`config.mk`:
```
export PLATFORM = sky130hd
export DESIGN_NAME = aes_pnm_stream_ctrl_flat
export DESIGN_NICKNAME = d
export VERILOG_FILES = /design/src/rtl/aes_pnm_stream_ctrl_if.sv /design/src/rtl/aes_pnm_stream_ctrl.sv /design/src/flat_wrapper.sv
export SDC_FILE = /design/constraint.sdc
export NUM_CORES = 1
export LEC_CHECK = 0
export CAP_MARGIN = 10
export CORE_MARGIN = 4
export CORE_UTILIZATION = 25
export CTS_BUF_LIST = sky130_fd_sc_hd__clkbuf_4
export DETAILED_ROUTE_END_ITERATION = 8
export SETUP_SLACK_MARGIN = 0.4
export SYNTH_ARGS = -nofsm -noshare
export SYNTH_HDL_FRONTEND = slang
export SYNTH_SLANG_ARGS = --single-unit
```
`constraint.sdc`:
```
create_clock -name clk -period 2 [get_ports clk]
set_input_delay 0.3 -clock clk [delete_from_list [all_inputs] [get_ports clk]]
set_output_delay 0.3 -clock clk [all_outputs]
set_load 0.1 [all_outputs]
```
`src/rtl/aes_pnm_stream_ctrl_if.sv`:
```
// Bundle of host-stream, key-load, AES-core and status signals for aes_pnm_stream_ctrl.
// master = the controller's view; slave = the host/core side.
interface aes_pnm_stream_ctrl_if #(
    parameter int CNT_W = 16
);
    logic             key_wr_en;
    logic [3:0]       key_wr_addr;
    logic [7:0]       key_wr_data;
    logic             mode_enc;
    logic             in_valid;
    logic             in_ready;
    logic [7:0]       in_data;
    logic             out_valid;
    logic             out_ready;
    logic [7:0]       out_data;
    logic             aes_start;
    logic             aes_enc_dec;
    logic [127:0]     aes_state_init;
    logic             aes_state_init_en;
    logic             aes_done;
    logic [127:0]     aes_state_out;
    logic [7:0]       key_00, key_10, key_20, key_30;
    logic [7:0]       key_01, key_11, key_21, key_31;
    logic [7:0]       key_02, key_12, key_22, key_32;
    logic [7:0]       key_03, key_13, key_23, key_33;
    logic             busy;
    logic             err_timeout;
    logic [CNT_W-1:0] blk_count;

    modport master (
        input  key_wr_en, key_wr_addr, key_wr_data, mode_enc,
        input  in_valid, in_data, out_ready, aes_done, aes_state_out,
        output in_ready, out_valid, out_data,
        output aes_start, aes_enc_dec, aes_state_init, aes_state_init_en,
        output key_00, key_10, key_20, key_30, key_01, key_11, key_21, key_31,
        output key_02, key_12, key_22, key_32, key_03, key_13, key_23, key_33,
        output busy, err_timeout, blk_count
    );

    modport slave (
        output key_wr_en, key_wr_addr, key_wr_data, mode_enc,
        output in_valid, in_data, out_ready, aes_done, aes_state_out,
        input  in_ready, out_valid, out_data,
        input  aes_start, aes_enc_dec, aes_state_init, aes_state_init_en,
        input  key_00, key_10, key_20, key_30, key_01, key_11, key_21, key_31,
        input  key_02, key_12, key_22, key_32, key_03, key_13, key_23, key_33,
        input  busy, err_timeout, blk_count
    );
endinterface

```
`src/rtl/aes_pnm_stream_ctrl.sv`:
```
// Host-side sequencer for aes_pnm_top: packs 16 ingress bytes into a block, runs one
// AES operation through the start/done handshake, and streams the 16 result bytes back out.
module aes_pnm_stream_ctrl #(
    parameter int TIMEOUT_CYCLES = 4096,
    parameter int CNT_W          = 16
) (
    input  logic                  clk,
    input  logic                  rst,
    aes_pnm_stream_ctrl_if.master bus
);
    localparam int                WAIT_W    = $clog2(TIMEOUT_CYCLES);
    localparam logic [WAIT_W-1:0] WAIT_LAST = WAIT_W'(TIMEOUT_CYCLES - 1);

    typedef enum logic [2:0] {
        S_FILL,
        S_LOAD,
        S_START,
        S_WAIT,
        S_CAPTURE,
        S_DRAIN
    } state_t;

    state_t            r_state;
    state_t            w_state_nxt;
    logic [127:0]      r_in_buf;
    logic [127:0]      r_out_buf;
    logic [127:0]      r_state_init;
    logic [127:0]      w_in_buf_nxt;
    logic [3:0]        r_in_idx;
    logic [3:0]        r_out_idx;
    logic [WAIT_W-1:0] r_wait_cnt;
    logic              r_enc_dec;
    logic              r_err_timeout;
    logic [CNT_W-1:0]  r_blk_count;
    logic [7:0]        r_key [16];
    logic              w_in_ready;
    logic              w_out_valid;
    logic              w_init_en;
    logic              w_start;
    logic              w_in_acc;
    logic              w_in_last;
    logic              w_out_acc;
    logic              w_timeout;
    logic              w_capture;
    logic [6:0]        w_in_lsb;
    logic [6:0]        w_out_lsb;

    // Byte i sits at [127-8i -: 8]; its low bit index is 8*(15-i).
    assign w_in_lsb  = {~r_in_idx, 3'b000};
    assign w_out_lsb = {~r_out_idx, 3'b000};

    always_ff @(posedge clk) begin
        if (rst) r_state <= S_FILL;
        else     r_state <= w_state_nxt;
    end

    always_comb begin
        w_state_nxt = r_state;
        w_in_ready  = 1'b0;
        w_out_valid = 1'b0;
        w_init_en   = 1'b0;
        w_start     = 1'b0;
        w_in_acc    = 1'b0;
        w_in_last   = 1'b0;
        w_out_acc   = 1'b0;
        w_timeout   = 1'b0;
        w_capture   = 1'b0;
        case (r_state)
            S_FILL: begin
                w_in_ready = 1'b1;
                w_in_acc   = bus.in_valid;
                if (bus.in_valid && (r_in_idx == 4'd15)) begin
                    w_in_last   = 1'b1;
                    w_state_nxt = S_LOAD;
                end
            end
            S_LOAD: begin
                w_init_en   = 1'b1;
                w_state_nxt = S_START;
            end
            S_START: begin
                w_start     = 1'b1;
                w_state_nxt = S_WAIT;
            end
            S_WAIT: begin
                // A done arriving on the final allowed cycle still wins over the timeout.
                if (bus.aes_done) begin
                    w_state_nxt = S_CAPTURE;
                end else if (r_wait_cnt == WAIT_LAST) begin
                    w_timeout   = 1'b1;
                    w_state_nxt = S_FILL;
                end
            end
            S_CAPTURE: begin
                w_capture   = 1'b1;
                w_state_nxt = S_DRAIN;
            end
            S_DRAIN: begin
                w_out_valid = 1'b1;
                w_out_acc   = bus.out_ready;
                if (bus.out_ready && (r_out_idx == 4'd15)) w_state_nxt = S_FILL;
            end
            default: w_state_nxt = S_FILL;
        endcase
    end

    always_comb begin
        w_in_buf_nxt = r_in_buf;
        if (w_in_acc) w_in_buf_nxt[w_in_lsb +: 8] = bus.in_data;
    end

    always_ff @(posedge clk) begin
        if (rst) begin
            r_in_buf      <= '0;
            r_out_buf     <= '0;
            r_state_init  <= '0;
            r_in_idx      <= '0;
            r_out_idx     <= '0;
            r_wait_cnt    <= '0;
            r_enc_dec     <= 1'b0;
            r_err_timeout <= 1'b0;
            r_blk_count   <= '0;
            for (int k = 0; k < 16; k++) r_key[k] <= '0;
        end else begin
            if (w_in_acc) begin
                r_in_buf <= w_in_buf_nxt;
                r_in_idx <= r_in_idx + 4'd1;
            end
            // The core-facing block is a separate copy so FILL can reuse the ingress buffer.
            if (w_in_last) begin
                r_state_init <= w_in_buf_nxt;
                r_enc_dec    <= bus.mode_enc;
            end
            if (w_start)                 r_wait_cnt <= '0;
            else if (r_state == S_WAIT)  r_wait_cnt <= r_wait_cnt + 1'b1;
            if (w_timeout) r_err_timeout <= 1'b1;
            if (w_capture) begin
                r_out_buf   <= bus.aes_state_out;
                r_blk_count <= r_blk_count + 1'b1;
            end
            if (w_out_acc) r_out_idx <= r_out_idx + 4'd1;
            if (bus.key_wr_en && (r_state == S_FILL)) r_key[bus.key_wr_addr] <= bus.key_wr_data;
        end
    end

    assign bus.in_ready          = w_in_ready;
    assign bus.out_valid         = w_out_valid;
    assign bus.out_data          = r_out_buf[w_out_lsb +: 8];
    assign bus.aes_start         = w_start;
    assign bus.aes_state_init_en = w_init_en;
    assign bus.aes_state_init    = r_state_init;
    assign bus.aes_enc_dec       = r_enc_dec;
    assign bus.busy              = (r_state != S_FILL);
    assign bus.err_timeout       = r_err_timeout;
    assign bus.blk_count         = r_blk_count;

    // Column-major key layout: byte k feeds key_{k%4}{k/4}.
    assign bus.key_00 = r_key[0];
    assign bus.key_10 = r_key[1];
    assign bus.key_20 = r_key[2];
    assign bus.key_30 = r_key[3];
    assign bus.key_01 = r_key[4];
    assign bus.key_11 = r_key[5];
    assign bus.key_21 = r_key[6];
    assign bus.key_31 = r_key[7];
    assign bus.key_02 = r_key[8];
    assign bus.key_12 = r_key[9];
    assign bus.key_22 = r_key[10];
    assign bus.key_32 = r_key[11];
    assign bus.key_03 = r_key[12];
    assign bus.key_13 = r_key[13];
    assign bus.key_23 = r_key[14];
    assign bus.key_33 = r_key[15];
endmodule

```
`src/flat_wrapper.sv`:
```
// flat-port wrapper written by rule: the top's interface ports become plain ports
module aes_pnm_stream_ctrl_flat 
#(
    parameter int TIMEOUT_CYCLES = 4096,
    parameter int CNT_W          = 16
)
  (clk, rst, bus_key_wr_en, bus_key_wr_addr, bus_key_wr_data, bus_mode_enc, bus_in_valid, bus_in_data, bus_out_ready, bus_aes_done, bus_aes_state_out, bus_in_ready, bus_out_valid, bus_out_data, bus_aes_start, bus_aes_enc_dec, bus_aes_state_init, bus_aes_state_init_en, bus_key_00, bus_key_10, bus_key_20, bus_key_30, bus_key_01, bus_key_11, bus_key_21, bus_key_31, bus_key_02, bus_key_12, bus_key_22, bus_key_32, bus_key_03, bus_key_13, bus_key_23, bus_key_33, bus_busy, bus_err_timeout, bus_blk_count);
  aes_pnm_stream_ctrl_if #(.CNT_W(CNT_W)) bus_i ();
  input  logic clk;
  input  logic rst;
  input wire logic [$bits(bus_i.key_wr_en)-1:0] bus_key_wr_en;
  input wire logic [$bits(bus_i.key_wr_addr)-1:0] bus_key_wr_addr;
  input wire logic [$bits(bus_i.key_wr_data)-1:0] bus_key_wr_data;
  input wire logic [$bits(bus_i.mode_enc)-1:0] bus_mode_enc;
  input wire logic [$bits(bus_i.in_valid)-1:0] bus_in_valid;
  input wire logic [$bits(bus_i.in_data)-1:0] bus_in_data;
  input wire logic [$bits(bus_i.out_ready)-1:0] bus_out_ready;
  input wire logic [$bits(bus_i.aes_done)-1:0] bus_aes_done;
  input wire logic [$bits(bus_i.aes_state_out)-1:0] bus_aes_state_out;
  output wire logic [$bits(bus_i.in_ready)-1:0] bus_in_ready;
  output wire logic [$bits(bus_i.out_valid)-1:0] bus_out_valid;
  output wire logic [$bits(bus_i.out_data)-1:0] bus_out_data;
  output wire logic [$bits(bus_i.aes_start)-1:0] bus_aes_start;
  output wire logic [$bits(bus_i.aes_enc_dec)-1:0] bus_aes_enc_dec;
  output wire logic [$bits(bus_i.aes_state_init)-1:0] bus_aes_state_init;
  output wire logic [$bits(bus_i.aes_state_init_en)-1:0] bus_aes_state_init_en;
  output wire logic [$bits(bus_i.key_00)-1:0] bus_key_00;
  output wire logic [$bits(bus_i.key_10)-1:0] bus_key_10;
  output wire logic [$bits(bus_i.key_20)-1:0] bus_key_20;
  output wire logic [$bits(bus_i.key_30)-1:0] bus_key_30;
  output wire logic [$bits(bus_i.key_01)-1:0] bus_key_01;
  output wire logic [$bits(bus_i.key_11)-1:0] bus_key_11;
  output wire logic [$bits(bus_i.key_21)-1:0] bus_key_21;
  output wire logic [$bits(bus_i.key_31)-1:0] bus_key_31;
  output wire logic [$bits(bus_i.key_02)-1:0] bus_key_02;
  output wire logic [$bits(bus_i.key_12)-1:0] bus_key_12;
  output wire logic [$bits(bus_i.key_22)-1:0] bus_key_22;
  output wire logic [$bits(bus_i.key_32)-1:0] bus_key_32;
  output wire logic [$bits(bus_i.key_03)-1:0] bus_key_03;
  output wire logic [$bits(bus_i.key_13)-1:0] bus_key_13;
  output wire logic [$bits(bus_i.key_23)-1:0] bus_key_23;
  output wire logic [$bits(bus_i.key_33)-1:0] bus_key_33;
  output wire logic [$bits(bus_i.busy)-1:0] bus_busy;
  output wire logic [$bits(bus_i.err_timeout)-1:0] bus_err_timeout;
  output wire logic [$bits(bus_i.blk_count)-1:0] bus_blk_count;
  assign bus_i.key_wr_en = bus_key_wr_en;
  assign bus_i.key_wr_addr = bus_key_wr_addr;
  assign bus_i.key_wr_data = bus_key_wr_data;
  assign bus_i.mode_enc = bus_mode_enc;
  assign bus_i.in_valid = bus_in_valid;
  assign bus_i.in_data = bus_in_data;
  assign bus_i.out_ready = bus_out_ready;
  assign bus_i.aes_done = bus_aes_done;
  assign bus_i.aes_state_out = bus_aes_state_out;
  assign bus_in_ready = bus_i.in_ready;
  assign bus_out_valid = bus_i.out_valid;
  assign bus_out_data = bus_i.out_data;
  assign bus_aes_start = bus_i.aes_start;
  assign bus_aes_enc_dec = bus_i.aes_enc_dec;
  assign bus_aes_state_init = bus_i.aes_state_init;
  assign bus_aes_state_init_en = bus_i.aes_state_init_en;
  assign bus_key_00 = bus_i.key_00;
  assign bus_key_10 = bus_i.key_10;
  assign bus_key_20 = bus_i.key_20;
  assign bus_key_30 = bus_i.key_30;
  assign bus_key_01 = bus_i.key_01;
  assign bus_key_11 = bus_i.key_11;
  assign bus_key_21 = bus_i.key_21;
  assign bus_key_31 = bus_i.key_31;
  assign bus_key_02 = bus_i.key_02;
  assign bus_key_12 = bus_i.key_12;
  assign bus_key_22 = bus_i.key_22;
  assign bus_key_32 = bus_i.key_32;
  assign bus_key_03 = bus_i.key_03;
  assign bus_key_13 = bus_i.key_13;
  assign bus_key_23 = bus_i.key_23;
  assign bus_key_33 = bus_i.key_33;
  assign bus_busy = bus_i.busy;
  assign bus_err_timeout = bus_i.err_timeout;
  assign bus_blk_count = bus_i.blk_count;
  aes_pnm_stream_ctrl #(.TIMEOUT_CYCLES(TIMEOUT_CYCLES), .CNT_W(CNT_W)) u_core (.clk(clk), .rst(rst), .bus(bus_i));
endmodule
```
==> run_results.csv, run 1 <==
group,metric,value,unit
clocking,cts-buffers-inserted,150,
power_and_ir_drop,p_per_area,645,nW/um^2
worst_setup_path,slowest_stage,"mux4_2",
die,fp.dieW,305,microns
placed_design,io_buffers,441,
sta,layout_min_cycle_time,3.04,ns
die,dieArea,92800,sq um
power_and_ir_drop,switchingPower,0.00664,W
power_and_ir_drop,power_leakage,14.0,nW
routing,routed_wl,83100,microns
synth,yosysWarnings,0,
routing,drc_errors,0,
outcome,violations,"negative setup slack",
layout,regArea,12600,sq um
worst_setup_path,endpoint_kind,"output port",
synth,async_reset_ff_share,0,%
routing,ant_nets,0,
sta,setup_viol,326,
synth,synthesis.area,22000,sq um
worst_setup_path,crit_top_cell,"buf_12",
layout,layout_commonest_cell,"nand2_1",
power_and_ir_drop,netSwitchingFraction,27.2,%
layout,final_layout_size_suffix_gt1_share,40.7,%
clocking,clk_path_buf_depth,3,
worst_setup_path,path_cells,"buf_12, buf_12, mux4_2, mux2i_2, buf_4, a21oi_4, buf_12",
die,pin_count,442,
routing,dr.pass1.iters,5,
synth,synth_seq_cells,553,
synth,synthTopCellsByArea,"dfxtp_1 (39%), edfxtp_1 (17%), nand2_1 (7.0%)",
grt,groute.usage.overall,16.7,%
grt,grt_max_degree,130,
placed_design,dp_hpwl,54700,microns
worst_setup_path,critPathLaunch,"u_core.r_out_idx[0]",
layout,fill_cells,8074,
routing,post_drt_wl_per_cell,18.7,microns
sta,hold_viol,0,
die,die_y,305,microns
layout,area_growth,72.3,%
clocking,clock_latency,0.99,ns
grt,grt_first_pass_wirelength,120000,microns
routing,viasPerCell,4.61,
sta,fin_ws,-1.04,ns
clocking,clk_pin_slew_worst_paths,0.06,ns
layout,finalNonFillerCells,4434,
synth,synth_cells,2332,
run,drv_cap,0,
sta,fmax,329,MHz
worst_setup_path,critPathKind,"register to output port",
synth,syn_area_per_cell,9.43,sq um
clocking,clock-sinks,553,
sta,tightest_slew,0.701,ns
layout,final_cell_mix,"nand2_1 (372), dfxtp_1 (272), a21oi_1 (253)",
clocking,cts_max_level,4,
die,design.core.area,87000,sq um
synth,ys.flop_type,"dfxtp_1",
power_and_ir_drop,peakVddDrop,0.000405,V
sta,slew_headroom,53.3,%
clocking,clockRootBuffer,"clkbuf_4",
die,initial_utilization,25.3,%
synth,ys_seq_area_share,56.1,%
layout,multi_input_area,10600,sq um
worst_hold_path,hp-start,"bus_in_data[2]",
placed_design,routabilityCongestion,0.821,
power_and_ir_drop,pwr-share-comb,10.8,%
worst_setup_path,crit_path_max_incr_delay,0.54,ns
sta,whs,0.177,ns
sta,fin_crit_sh,152,%
synth,synth-edff-count,128,
worst_hold_path,worstHoldPathType,"input pin to register",
sta,skew,0.0698,ns
sta,slew_viol_final,0,
routing,drtIter0Drc,1136,
clocking,cts_tree,"yes",
outcome,status,"finished with violations",
grt,antenna_found_initial,5,
synth,synth_top_area_share,38.7,%
synth,synthesis.nets,2493,
synth,synth_top_cell_by_area,"dfxtp_1",
worst_setup_path,r2r-start,"u_core.r_state[2]",
power_and_ir_drop,seq_power_share,47.3,%
worst_setup_path,crit_arrival,2.74,ns
power_and_ir_drop,pwr-share-clk,41.9,%
synth,synth_cell_types,58,
placed_design,dp_cells,3905,
routing,vias,20400,
grt,grt_overflow,0,
die,num_rows,108,
sta,rsz0062_at_grt,"yes",
worst_setup_path,cp_max_fo,5,
grt,grt_pass1_vias,20000,
power_and_ir_drop,internal-power,0.0178,W
worst_setup_path,cp-start-kind,"register",
layout,final_nets,3340,
worst_setup_path,crit_required,1.70,ns
-- final cells by class --
class                   count  area share (%)
repair buffers            886            29.9
well taps                1155            3.81
inverters                   9           0.109
flip-flops and latches    553            33.3
clock inverters            38           0.746
multi-input cells        1579            27.9
diodes                      2          0.0132
clock buffers             212            4.20
-- power by group through the flow --
stage          clock network, W  logic [W]  registers [W]
6_report                 0.0102    0.00264         0.0116
5_1_grt                  0.0113    0.00273         0.0116
2_1_floorplan                 0   0.000520         0.0126
4_1_cts                  0.0106    0.00254         0.0116
3_5_place_dp                  0    0.00211         0.0118
3_3_place_gp                  0    0.00212         0.0118
-- layer usage --
layer,track usage [%],wire length [microns]
met4,6.29,2390
met5,0,41
met3,5.78,6670
met1,19.0,32200
met2,28.9,41800
-- cell usage after synthesis (13+ instances only) --
cell type	instances
mux4_2	32
a21oi_1	301
nor2b_1	13
nand2_1	409
o31ai_1	32
mux2i_1	49
edfxtp_1	128
nand2b_1	28
a211oi_1	32
nor2_1	191
or2_2	18
and2_1	141
nand4_1	53
buf_2	27
or3_1	27
xor2_1	13
dfxtp_1	425
clkbuf_1	162
nor3_1	48
o21ai_0	59
nand3_1	31
xnor2_1	14
-- metrics by stage --
step | area (sq um) | util [%] | total power, W | setup slack [ns] | TNS [ns]
floorplan | 22700 | - | 0.0131 | -0.616 | -116.29
global placement | 28800 | 33.1 | 0.0139 | -0.319 | -39.93
detailed placement | 28800 | 33.1 | 0.0139 | -0.320 | -53.12
CTS | 36000 | 41.3 | 0.0247 | -1.20 | -16.84
global route | 37900 | 43.6 | 0.0256 | -1.23 | -104.98
finish | 37900 | 43.6 | 0.0244 | -1.04 | -67.17
-- critical path, delay by kind of cell, from the launching register on --
family | cells | cell delay (ns)
buffers and inverters | 4 | 0.61
flip-flops | 1 | 0.41
AO/OA/AOI/OAI | 1 | 0.06
multiplexers | 2 | 0.70
-- flip-flops by register name, summed over array words and instances, names as in the netlist, 4 cells and up --
signal and flops:
u_core.r_out_buf 128, u_core.r_wait_cnt 12, u_core.r_in_idx 4, u_core.r_out_idx 4, u_core.bus.blk_count 16, u_core.r_key 128, u_core.bus.aes_state_init 128, u_core.r_in_buf 128
-- what timing repair did --
item,CTS,global route
pin swaps,71,113
setup buffers,74,34
cloned,19,19
gates resized for setup,833,331
endpoints found under the hold margin,229,0
hold buffers,131,0
setup endpoints to repair,906,952
-- cell families after synthesis --
group           after synthesis  synth area share, %
compound gates              437                 10.8
xor+xnor                     27                 1.07
fa+ha+maj                     6                0.341
buf+inv                     204                 3.65
flops                       553                 56.1
mux                          84                 5.66
simple gates               1021                 22.3
-- final timing paths --
path                               endpoint  slack (ns)  cells past startpoint
min reg2reg  u_core.bus.aes_state_init[115]        0.45                      2
max reg2reg   u_core.bus.aes_state_init[81]       -0.33                     14
max                         bus_out_data[7]       -1.04                      7
min                     u_core.r_in_buf[18]        0.18                      4
Note: power is estimated with default switching activity, not from simulation.
==> run 2: changes to the inputs <==
--- a/config.mk
+++ b/config.mk
@@ -7,9 +7,10 @@
 export LEC_CHECK = 0
 export CAP_MARGIN = 10
 export CORE_MARGIN = 4
-export CORE_UTILIZATION = 25
+export CORE_UTILIZATION = 40
 export CTS_BUF_LIST = sky130_fd_sc_hd__clkbuf_4
 export DETAILED_ROUTE_END_ITERATION = 8
+export PLACE_DENSITY = 0.67
 export SETUP_SLACK_MARGIN = 0.4
 export SYNTH_ARGS = -nofsm -noshare
 export SYNTH_HDL_FRONTEND = slang
==> constraint.sdc (replaced) <==
create_clock -name clk -period 2.6 [get_ports clk]
set_input_delay 0.39 -clock clk [delete_from_list [all_inputs] [get_ports clk]]
set_output_delay 0.39 -clock clk [all_outputs]
set_load 0.1 [all_outputs]
==> run 2 against run 1 <==
The run still ends with negative setup slack left. Sequential share of layout area rose by 6.8 points. Worst hold slack improved by 0.038 ns. Utilization rose by 13 points. Register-to-register slack improved by 0.77 ns. Combinational power fell by 34%. Global-route usage rose by 6.4 points. Routed wire length fell by 16%. Total power fell by 26%. Flip-flop and latch count did not move. Setup slack improved by 0.55 ns. Non-clock buffer count fell by 203. First-iteration DRC count rose by 35%. Largest power group unchanged.
==> run_results.csv, run 2 (synthesis gave the netlist of run 1 again) <==
group,metric,value,unit
sta,slew_viol_final,0,
sta,hold_viol,0,
grt,antenna_found_initial,5,
die,pin_count,442,
clocking,clk_path_buf_depth,3,
die,design.core.area,54100,sq um
sta,rsz0062_at_grt,"yes",
die,num_rows,85,
routing,m1WireLength,29400,microns
worst_hold_path,holdPathEnd,"u_core.r_in_buf[31]",
sta,tightest_slew,1.14,ns
clocking,cts-buffers-inserted,145,
power_and_ir_drop,p_per_area,583,nW/um^2
placed_design,placed_cell_area,27000,sq um
placed_design,io_buffers,441,
outcome,status,"finished with violations",
layout,layout_commonest_cell,"dfxtp_1",
die,fp.dieW,243,microns
power_and_ir_drop,peakVddDrop,0.000306,V
layout,area_growth,40.1,%
worst_setup_path,path_delay_family,"multiplexers",
routing,viasPerCell,5.24,
power_and_ir_drop,p_total,0.0180,W
worst_setup_path,critPathBufInv,4,
routing,wl_met2,32800,microns
worst_setup_path,crit_arrival,2.70,ns
routing,routed_wl,70100,microns
worst_hold_path,hp-start,"bus_in_data[7]",
sta,whs,0.215,ns
sta,skew,0.0515,ns
sta,fin_ws,-0.494,ns
sta,setup_viol,8,
clocking,cts_max_level,4,
layout,final_layout_size_suffix_gt1_share,25.2,%
die,dieArea,58800,sq um
worst_setup_path,critPathKind,"register to output port",
sta,fmax,323,MHz
worst_setup_path,crit_required,2.21,ns
clocking,clk_pin_slew_worst_paths,0.06,ns
die,initial_utilization,40.6,%
routing,post_drt_wl_per_cell,18.7,microns
outcome,violations,"negative setup slack",
worst_setup_path,r2r-start,"u_core.r_state[1]",
worst_setup_path,r2r_cells,6,
routing,highest_layer,"met4",
sta,slew_headroom,24.2,%
routing,drc_errors,0,
routing,ant_nets,0,
run,drv_cap,0,
worst_setup_path,crit_path_max_incr_delay,0.52,ns
grt,groute.usage.overall,23.1,%
worst_setup_path,cp_max_fo,8,
placed_design,routabilityCongestion,0.901,
worst_setup_path,rrSetupSlack,0.44,ns
sta,layout_min_cycle_time,3.09,ns
layout,final_cell_mix,"dfxtp_1 (412), nand2_1 (408), buf_4 (331)",
worst_setup_path,critPathLaunch,"u_core.r_out_idx[0]",
grt,grt_max_degree,191,
grt,grt_overflow,0,
die,die_y,243,microns
worst_setup_path,crit_top_cell,"buf_12",
routing,vias,19700,
worst_hold_path,worstHoldPathType,"input pin to register",
layout,final_nets,3128,
clocking,cts_tree,"yes",
routing,dr.pass1.iters,5,
clocking,clockRootBuffer,"clkbuf_4",
worst_setup_path,path_cells,"buf_12, buf_16, mux4_2, mux2i_1, buf_4, a21oi_4, buf_12",
grt,grt_pass1_vias,19400,
placed_design,dp_hpwl,46600,microns
worst_setup_path,cp-start-kind,"register",
worst_setup_path,slowest_stage,"mux4_2",
routing,drtIter0Drc,1539,
routing,wl_met3,6260,microns
worst_hold_path,min_path_cells,3,
grt,grt_first_pass_wirelength,108000,microns
sta,fin_crit_sh,119,%
clocking,clock-sinks,553,
worst_setup_path,endpoint_kind,"output port",
layout,stdcell_area,30800,sq um
power_and_ir_drop,power_leakage,11.7,nW
worst_setup_path,reg2reg_to,"u_core.bus.blk_count[15]",
clocking,clock_latency,0.99,ns
-- run 2: worst register-to-register path, cell delays in order, from the launching register on --
cell	delay (ns)
dfxtp_4	0.36
buf_8	0.14
buf_6	0.11
or3b_4	0.42
or4_4	0.54
nor3_4	0.18
mux2_4	0.32
-- run 2: what timing repair did --
item / in CTS / in global routing
pin swaps: 14 / 5
gates cloned: 2 / 2
gates resized for setup: 95 / 24
hold buffers: 130 / 0
setup endpoints to repair: 124 / 199
buffers inserted: 18 / 10
hold endpoints to repair: 171 / 0
-- run 2: how the worst max path moves through the flow --
stage | endpoint | slack, ns | depth (start not counted)
3_3_place_gp | bus_out_data[2] | 0.09 | 7
3_5_place_dp | bus_out_data[2] | 0.14 | 7
4_1_cts | bus_out_data[0] | -0.68 | 7
6_report | bus_out_data[0] | -0.49 | 7
2_1_floorplan | u_core.r_wait_cnt[0] | -0.09 | 6
5_1_grt | bus_out_data[0] | -0.67 | 7
-- run 2: layer usage --
layer | track usage (%) | vias to the layer above
met2 | 36.8 | 816
met4 | 7.63 | 0
li1 | - | 9371
met1 | 29.6 | 9350
met5 | 0 | -
met3 | 8.01 | 135
-- run 2: final cells by class --
type	count	area [sq um]
tap	696	871
timing repair buffer	683	6440
inverter	9	36.3
multi-input combinational	1575	9370
clock inverter	26	178
clock buffer	207	1550
antenna	6	15.0
sequential	553	12400
fill	4622	23300
-- run 2: per-stage QoR --
stage                     std cells  utilization [%]  setup WS, ns  TNS, ns
after floorplan                2332                -       -0.0899    -3.66
after global placement         3354             49.9        0.0915        0
after detailed placement       3354             49.9         0.138        0
after CTS                      3737             56.5        -0.677    -5.18
after global routing           3753             56.9        -0.669    -5.12
final                          3755             57.0        -0.494    -3.69
-- run 2: where the power goes --
group          internal [W]  total, W  switching [W]  leakage [nW]
combinational      0.000577   0.00174        0.00116          5.91
clock               0.00374   0.00732        0.00358          1.02
sequential          0.00887   0.00891      0.0000437          4.75
==> run 3: changes to the inputs <==
--- a/config.mk
+++ b/config.mk
@@ -5,6 +5,7 @@
 export SDC_FILE = /design/constraint.sdc
 export NUM_CORES = 1
 export LEC_CHECK = 0
+export ABC_AREA = 1
 export CAP_MARGIN = 10
 export CORE_MARGIN = 4
 export CORE_UTILIZATION = 40
==> run 3 against run 2 <==
The flow still finishes with violations (negative setup slack). Sequential share of layout area grew 0.58 points. Total power grew 7.5%. Critical path depth is the same. Die area grew 1.5%. Clock power grew 4.2%. Critical path type unchanged. Largest power group unchanged.
==> run_results.csv, run 3 <==
group,metric,value,unit
clocking,cts_max_level,4,
synth,synthesis.nets,3006,
synth,synthesis.area,22300,sq um
power_and_ir_drop,p_per_area,636,nW/um^2
layout,final_cell_mix,"nor2_1 (770), dfxtp_1 (418), nand2_1 (372)",
routing,vias,21700,
synth,synthTopCellsByArea,"dfxtp_1 (38%), edfxtp_1 (17%), nor2_1 (13%)",
sta,setup-tns-final,-1.38,ns
clocking,cts-buffers-inserted,146,
synth,synth_cells,2845,
die,num_rows,86,
layout,final_nets,3594,
synth,syn_area_per_cell,7.85,sq um
die,design.core.area,55200,sq um
sta,setup_viol,8,
grt,grt_pass1_vias,20900,
sta,fin_ws,-0.213,ns
worst_setup_path,cp-start-kind,"register",
worst_setup_path,cp_max_fo,23,
layout,multi_input_area,8840,sq um
grt,groute.usage.overall,24.5,%
layout,fill_cells,5105,
die,die_y,244,microns
worst_setup_path,path_delay_family,"buffers and inverters",
layout,final_layout_size_suffix_gt1_share,19.8,%
worst_setup_path,crit_top_cell,"buf_12",
routing,drtIter0Drc,1578,
worst_hold_path,worstHoldPathType,"input pin to register",
placed_design,routabilityCongestion,0.890,
die,pin_count,442,
synth,synth_top_area_share,38.1,%
clocking,cts_tree,"yes",
sta,skew,0.0630,ns
die,initial_utilization,40.5,%
grt,grt_overflow,0,
sta,hold_viol,0,
die,dieArea,59700,sq um
grt,grt_first_pass_wirelength,116000,microns
clocking,clock_latency,0.95,ns
sta,layout_min_cycle_time,2.81,ns
worst_setup_path,endpoint_kind,"output port",
synth,synth_top_cell_by_area,"dfxtp_1",
layout,layout_commonest_cell,"nor2_1",
clocking,clk_path_buf_depth,3,
routing,drc_errors,0,
sta,fmax,356,MHz
synth,synth-edff-count,128,
synth,async_reset_ff_share,0,%
synth,ys_seq_area_share,55.3,%
clocking,clockRootBuffer,"clkbuf_4",
routing,ant_nets,0,
clocking,clock-sinks,553,
synth,ys_top_cells_by_count,"nor2_1 (778), dfxtp_1 (425), nand2_1 (392)",
sta,tightest_slew,1.00,ns
synth,yosysMostFrequentCell,"nor2_1",
synth,ys.flop_type,"dfxtp_1",
worst_setup_path,slowest_stage,"dfxtp_4",
synth,synth_cell_types,36,
layout,regArea,12400,sq um
clocking,clk_pin_slew_worst_paths,0.06,ns
outcome,violations,"negative setup slack",
placed_design,dp_hpwl,53100,microns
layout,area_growth,36.0,%
routing,dr.pass1.iters,5,
worst_setup_path,crit_path_max_incr_delay,0.39,ns
routing,post_drt_wl_per_cell,17.8,microns
power_and_ir_drop,power_leakage,12.8,nW
worst_setup_path,crit_required,2.21,ns
worst_setup_path,crit_arrival,2.42,ns
placed_design,io_buffers,441,
run,drv_cap,0,
worst_setup_path,critPathBufInv,3,
placed_design,post-place-ws,0.163,ns
grt,antenna_found_initial,4,
sta,slew_viol_final,0,
power_and_ir_drop,peakVddDrop,0.000366,V
worst_setup_path,path_cells,"inv_4, buf_12, nor2_1, o211ai_1, nand2_1, o21bai_4, buf_12",
synth,yosysWarnings,0,
routing,viasPerCell,5.06,
die,fp.dieW,244,microns
sta,slew_headroom,33.0,%
sta,rsz0062_at_grt,"yes",
grt,grt_max_degree,220,
sta,fin_crit_sh,108,%
outcome,status,"finished with violations",
synth,synth_seq_cells,553,
routing,routed_wl,76400,microns
worst_setup_path,critPathKind,"register to output port",
-- run 3: what timing repair did --
item,CTS,global route
setup endpoints to repair,161,150
resized for setup,95,32
buffers inserted,15,7
hold buffers,66,0
pin swaps,9,11
cloned,1,3
hold endpoints to repair,101,0
-- run 3: tightest hold or removal path: stages --
cell	delay, ns
clkdlybuf4s50_1	0.46
o21ai_0	0.09
nor2_1	0.09
-- run 3: logic make-up (layout without fill, tap and decap cells) --
logic type                 after synthesis  count (layout)  share of synthesized area, %
adders and majority gates                6               6                         0.336
buffers and inverters                  358            1049                          6.41
other                                    0               3                             0
DFF                                    553             553                          55.3
AOI/OAI and AO/OA                      454             454                          10.6
and+or+nand+nor                       1462            1463                          26.8
muxes                                   10              10                         0.448
xor gates and xnor gates                 2               2                        0.0784
-- run 3: layout make-up --
type                    count  area share [%]
multi-input cells        1935            29.1
well taps                 748            3.08
diodes                      3          0.0247
clock inverters            46           0.988
inverters                 184            2.34
clock buffers             206            5.09
flip-flops and latches    553            40.7
repair buffers            613            18.7
-- run 3: routing by layer --
metal | track usage (%) | part of all wire, %
met2 | 40.7 | 48
met3 | 6.69 | 8.4
met1 | 29.8 | 40
met4 | 11.0 | 3.9
met5 | 0 | 0.035
-- run 3: metrics by stage --
step | instances | utilization (%) | instance area, sq um | hold WS, ns | power (W)
6_report | 4288 | 55.1 | 30400 | 0.115 | 0.0193
5_1_grt | 4287 | 55.1 | 30400 | 0.0160 | 0.0202
4_1_cts | 4275 | 54.6 | 30200 | 0.000154 | 0.0195
3_5_place_dp | 3941 | 49.3 | 27200 | 0.461 | 0.0116
3_3_place_gp | 3941 | 49.3 | 27200 | 0.452 | 0.0116
2_1_floorplan | 2845 | - | 22400 | 0.440 | 0.0108
-- run 3: worst paths after layout --
kind                                from                     to  slack [ns]  depth (start not counted)
setup / recovery     u_core.r_out_idx[0]        bus_out_data[2]       -0.21                          7
hold / removal    bus_aes_state_out[116]  u_core.r_out_buf[116]        0.12                          3
setup reg to reg       u_core.r_state[1]    u_core.r_key[11][2]        0.50                          9
hold reg to reg      u_core.r_in_buf[48]    u_core.r_in_buf[48]        0.47                          2
-- run 3: power by group --
group / internal [W] / switching [W]
combinational: 0.000832 / 0.00183
sequential: 0.00894 / 0.0000948
clock: 0.00397 / 0.00366
